$ cat config.mk
export PLATFORM = sky130hd
export DESIGN_NAME = vid_timing_gen
export DESIGN_NICKNAME = d
export VERILOG_FILES = /design/src/rtl/vid_timing_pkg.sv /design/src/rtl/vid_wrap_cnt.sv /design/src/rtl/vid_timing_gen.sv
export SDC_FILE = /design/constraint.sdc
export NUM_CORES = 1
export LEC_CHECK = 0
export CAP_MARGIN = 10
export CORE_MARGIN = 3
export CORE_UTILIZATION = 27
export CTS_CLUSTER_SIZE = 14
export DETAILED_ROUTE_END_ITERATION = 8
export HOLD_SLACK_MARGIN = 0.12
export PLACE_DENSITY = 0.51
export SLEW_MARGIN = 5
export SYNTH_ARGS = -nofsm -noshare
export SYNTH_HDL_FRONTEND = slang
export SYNTH_SLANG_ARGS = --single-unit
export TNS_END_PERCENT = 50
$ cat constraint.sdc
create_clock -name clk_i -period 4.6 [get_ports clk_i]
set_clock_uncertainty 0.1 [all_clocks]
set_input_delay 0.46 -clock clk_i [delete_from_list [all_inputs] [get_ports clk_i]]
set_output_delay 0.46 -clock clk_i [all_outputs]
set_load 0.01 [all_outputs]
$ cat src/rtl/vid_timing_pkg.sv
// Shared constants for the fvht video timing interface.
// Bit positions, idle pattern and 1080p raster defaults.
package vid_timing_pkg;

    localparam int FVHT_F = 3;
    localparam int FVHT_V = 2;
    localparam int FVHT_H = 1;
    localparam int FVHT_T = 0;

    localparam logic [3:0] FVHT_IDLE = 4'b0110;

    localparam int H_ACTIVE_1080 = 1920;
    localparam int H_BLANK_1080  = 280;
    localparam int V_ACTIVE_1080 = 1080;
    localparam int V_BLANK_1080  = 45;

endpackage

$ cat src/rtl/vid_wrap_cnt.sv
// Modulo-N counter with synchronous clear and terminal flag.
// last_o flags the final count so a cascaded counter can step.
module vid_wrap_cnt #(
    parameter int N = 16,
    parameter int W = 4
) (
    input  logic         clk_i,
    input  logic         rst_i,
    input  logic         en_i,
    input  logic         clr_i,
    output logic [W-1:0] cnt_o,
    output logic         last_o
);

    logic [W-1:0] cnt_q;
    logic [W-1:0] cnt_d;

    assign last_o = (cnt_q == W'(N - 1));
    assign cnt_o  = cnt_q;

    // Clear wins over count; count wraps to zero after N-1.
    always_comb begin
        cnt_d = cnt_q;
        if (clr_i) begin
            cnt_d = '0;
        end else if (en_i) begin
            cnt_d = last_o ? '0 : cnt_q + W'(1);
        end
    end

    // Count register.
    always_ff @(posedge clk_i or posedge rst_i) begin
        if (rst_i) begin
            cnt_q <= '0;
        end else begin
            cnt_q <= cnt_d;
        end
    end

endmodule

$ cat src/rtl/vid_timing_gen.sv
// Raster timing source: F/V/H/T flags and active-pixel coordinates.
// Blanking precedes active on both axes; every output is registered.
module vid_timing_gen
    import vid_timing_pkg::*;
#(
    parameter int H_ACTIVE = H_ACTIVE_1080,
    parameter int H_BLANK  = H_BLANK_1080,
    parameter int V_ACTIVE = V_ACTIVE_1080,
    parameter int V_BLANK  = V_BLANK_1080,
    parameter int HW       = 12,
    parameter int VW       = 11
) (
    input  logic          clk_i,
    input  logic          rst_i,
    input  logic          cen_i,
    input  logic          run_i,
    output logic [3:0]    fvht_o,
    output logic [HW-1:0] pix_x_o,
    output logic [VW-1:0] pix_y_o,
    output logic          active_o,
    output logic          sof_o
);

    localparam int H_TOTAL = H_ACTIVE + H_BLANK;
    localparam int V_TOTAL = V_ACTIVE + V_BLANK;

    localparam logic [HW-1:0] HB = HW'(H_BLANK);
    localparam logic [VW-1:0] VB = VW'(V_BLANK);

    if (H_ACTIVE < 1 || H_BLANK < 1 || V_ACTIVE < 1 || V_BLANK < 1) begin : g_bad_size
        $error("vid_timing_gen: active and blank sizes must be >= 1");
    end

    if ((64'd1 << HW) < 64'(H_TOTAL)) begin : g_bad_hw
        $error("vid_timing_gen: HW too narrow for H_TOTAL");
    end

    if ((64'd1 << VW) < 64'(V_TOTAL)) begin : g_bad_vw
        $error("vid_timing_gen: VW too narrow for V_TOTAL");
    end

    logic [HW-1:0] hc;
    logic [VW-1:0] vc;
    logic          h_last;
    logic          v_last_unused;
    logic          step;
    logic          clr;

    assign step = cen_i & run_i;
    assign clr  = cen_i & ~run_i;

    vid_wrap_cnt #(
        .N (H_TOTAL),
        .W (HW)
    ) u_hcnt (
        .clk_i  (clk_i),
        .rst_i  (rst_i),
        .en_i   (step),
        .clr_i  (clr),
        .cnt_o  (hc),
        .last_o (h_last)
    );

    vid_wrap_cnt #(
        .N (V_TOTAL),
        .W (VW)
    ) u_vcnt (
        .clk_i  (clk_i),
        .rst_i  (rst_i),
        .en_i   (step & h_last),
        .clr_i  (clr),
        .cnt_o  (vc),
        .last_o (v_last_unused)
    );

    logic [3:0]    fvht_q,   fvht_d;
    logic [HW-1:0] pix_x_q,  pix_x_d;
    logic [VW-1:0] pix_y_q,  pix_y_d;
    logic          active_q, active_d;
    logic          sof_q,    sof_d;

    logic h_blank;
    logic v_blank;
    logic act;

    assign h_blank = (hc < HB);
    assign v_blank = (vc < VB);
    assign act     = ~h_blank & ~v_blank;

    // Decode current position on a running cen cycle, idle when stopped, else hold.
    always_comb begin
        fvht_d   = fvht_q;
        pix_x_d  = pix_x_q;
        pix_y_d  = pix_y_q;
        active_d = active_q;
        sof_d    = sof_q;
        if (cen_i) begin
            if (run_i) begin
                fvht_d         = '0;
                fvht_d[FVHT_F] = 1'b0;
                fvht_d[FVHT_V] = v_blank;
                fvht_d[FVHT_H] = h_blank;
                fvht_d[FVHT_T] = (hc == '0) || (hc == HB);
                pix_x_d        = act ? hc - HB : '0;
                pix_y_d        = act ? vc - VB : '0;
                active_d       = act;
                sof_d          = (hc == '0) && (vc == '0);
            end else begin
                fvht_d   = FVHT_IDLE;
                pix_x_d  = '0;
                pix_y_d  = '0;
                active_d = 1'b0;
                sof_d    = 1'b0;
            end
        end
    end

    // Output registers; reset forces the idle pattern.
    always_ff @(posedge clk_i or posedge rst_i) begin
        if (rst_i) begin
            fvht_q   <= FVHT_IDLE;
            pix_x_q  <= '0;
            pix_y_q  <= '0;
            active_q <= 1'b0;
            sof_q    <= 1'b0;
        end else begin
            fvht_q   <= fvht_d;
            pix_x_q  <= pix_x_d;
            pix_y_q  <= pix_y_d;
            active_q <= active_d;
            sof_q    <= sof_d;
        end
    end

    assign fvht_o   = fvht_q;
    assign pix_x_o  = pix_x_q;
    assign pix_y_o  = pix_y_q;
    assign active_o = active_q;
    assign sof_o    = sof_q;

endmodule

==> run_results.csv <==
group,metric,value,unit
grt,gr-usage-met1,17.69,%
synth,yosysTopAreaCell,"dfrtp_1",
floorplanning,die_area,11890,um^2
setup_path,critPathKind,"input port to register",
sta,rsz0062_at_grt,"no",
grt,grt_pass1_vias,2096,
grt,grt_antenna_before_repair,0,
synth,ys_types,52,
synth,syn_inst,307,
synth,synth_compound_area_share,14.22,%
place,port_buffers,31,
synth,syn-num-nets,317,
sta,fmax,0.4084,GHz
cts,hold_buffers,0,
hold_path,hold_path.class,"input port to asynchronous set/reset pin",
power_and_ir_drop,leakage,1.399,nW
final_layout,antenna-diode-count,0,
sta,fin_crit_sh,53.23,%
detailed_routing,drt_first_iter_violations,124,
outcome,outcome,"finished, final reports clean",
cts,clk_latency,0.31,ns
floorplanning,die_width,109.1,um
detailed_routing,avgViaCountPerCell,4.862,
synth,ys_seq_area_share,44.59,%
synth,synth-xor-area-share,8.246,%
sta,finalMaxSlewViolations,0,
grt,met2_usage,16.32,%
final_layout,final_util,33.12,%
power_and_ir_drop,power_per_cell_area,252.6,nW/um^2
setup_path,cp_data_arrival_time,2.57,ns
synth,synth-simple-area-share,20.38,%
grt,grt_pass1_wl,11.03,mm
setup_path,required,4.72,ns
final_layout,final_nets,333,
sta,post-route-min-period,2.448,ns
floorplanning,start_util,28.55,%
cts,htree_levels,2,
synth,synthAdderAreaFrac,2.618,%
setup_path,cp_max_fo,24,
detailed_routing,dr.pass1.iters,4,
synth,syn_area_per_cell,9.341,um^2
setup_path,reg2reg_slack,2.48,ns
synth,synth-edff-count,0,
synth,synth.area.top_cells,"dfrtp_1 (43%), o22ai_1 (5.5%), inv_1 (4.6%)",
place,gp_congestion,0.8191,
final_layout,drive_gt1_share,7.407,%
detailed_routing,post_drt_wl_per_cell,14.14,um
cts,cts.root.buffer_cell,"clkbuf_8",
synth,ys_ff_latch,51,
setup_path,crit_path_start_kind,"input port",
floorplanning,die_y,109.1,um
cts,post_cts_buffers,0,
cts,clock-sinks,51,
synth,synthFlopType,"dfrtp_1",
synth,synth.area.mux_share,0,%
sta,setup_viol,0,
grt,grt-ovfl-total,0,
sta,finalHoldViolCount,0,
grt,met3_usage,2.013,%
synth,synth_top_area_share,42.76,%
floorplanning,io_pins,33,
grt,track_usage,11.58,%
grt,grt_max_degree,35,
synth,syn-cell-area,2868,um^2
floorplanning,core,10040,um^2
synth,synth_top_family_by_area,"simple AND/OR/NAND/NOR gates",
setup_path,setup.worst_path.end_class,"register",
grt,top_usage_layer,"met1",
cts,cts.path.max_buffers,2,
sta,max_slew.worst_pin.slew,0.7712,ns
detailed_routing,vias,2222,
sta,hold_ws,0.3537,ns
floorplanning,placementRows,36,
synth,synthTopCellsByCount,"dfrtp_1 (49), inv_1 (35), o22ai_1 (25), nand2_1 (24), nor2_1 (18)",
place,hpwl,4.437,mm
sta,finalSetupTns,0,ns
synth,ys_async_sr_fraction,100.0,%
cts,cts.clk_slew.worst_paths,0.10,ns
cts,cts_buffers,5,
synth,yosysMostFrequentCell,"dfrtp_1",
sta,slew_headroom,48.43,%
power_and_ir_drop,fin_total_pwr,0.8402,mW
power_and_ir_drop,peakVddDrop,112.1,uV
final_layout,areaGrowthSynthToFinish,16.01,%
flow_run,cap_violations,0,
synth,yosysWarnings,0,
detailed_routing,ant_nets,0,
detailed_routing,route.detailed.drc,0,
detailed_routing,wl,6.463,mm
cts,tritoncts,"built",
cts,ctsResizeCount,0,
-- metrics by stage --
step | instances | setup slack (ns) | cell area (um^2)
2_1_floorplan | 307 | 2.814 | 2868
3_3_place_gp | 449 | 1.875 | 3209
3_5_place_dp | 449 | 1.863 | 3209
4_1_cts | 457 | 2.172 | 3327
5_1_grt | 457 | 1.996 | 3327
6_report | 457 | 2.152 | 3327
-- state kept, by name (all words and copies together), names as in the netlist --
register	count
active_o	1
u_vcnt.cnt_o	11
u_hcnt.cnt_o	12
pix_y_o	11
sof_o	1
pix_x_o	12
fvht_o	3
-- layer usage --
layer	part of all wire [%]	routed length, um
met1	52	3349
met2	42	2721
met3	4.9	315
met4	1.2	76
met5	0	0
-- layout make-up --
type                            instances  area (um^2)
Multi-Input combinational cell        197         1308
Inverter                               35        131.4
Tap cell                              133        166.4
Fill cell                            1039         6718
Timing Repair Buffer                   33        325.3
Clock inverter                          2        35.03
Clock buffer                            6        82.58
Sequential cell                        51         1279
-- cell families (layout without fill, tap and decap cells) --
logic type	Yosys count	count (layout)
and+or+nand+nor	105	105
buffers and inverters	59	76
AOI/OAI and AO/OA	58	58
DFF	51	51
xor gates and xnor gates	27	27
adders and majority gates	6	6
other	1	1
-- cell usage in the layout (no fill, tap or decap), types with 11 or more instances in the layout --
cell             count
xor2_1              13
xnor2_1             14
o22ai_1             25
clkdlybuf4s50_1     31
inv_1               34
nand3_1             16
nor3_1              11
nor2_1              18
dfrtp_1             49
nand2_1             24
-- report_power, final --
part | total, mW | switching (mW) | internal, mW
Clock | 0.332 | 0.156 | 0.176
Sequential | 0.460 | 0.00584 | 0.455
Combinational | 0.0478 | 0.0308 | 0.0170
Total | 0.840 | 0.192 | 0.648
-- path summary, 6_finish.rpt --
path,end,cells past startpoint,startpoint
max,pix_y_o[5],4,cen_i
min,u_vcnt.cnt_o[0],2,rst_i
max reg2reg,pix_y_o[5],4,u_vcnt.cnt_o[2]
min reg2reg,fvht_o[2],2,fvht_o[2]
max in group asynchronous,fvht_o[1],3,rst_i
min in group clk_i,fvht_o[2],2,fvht_o[2]
-- worst max-delay path, cell delays in order --
cell and delay (ns):
clkdlybuf4s50_1 0.97, nand2_1 0.29, a211o_2 0.54, o32ai_2 0.30
Power figures use the tool's default switching activity.
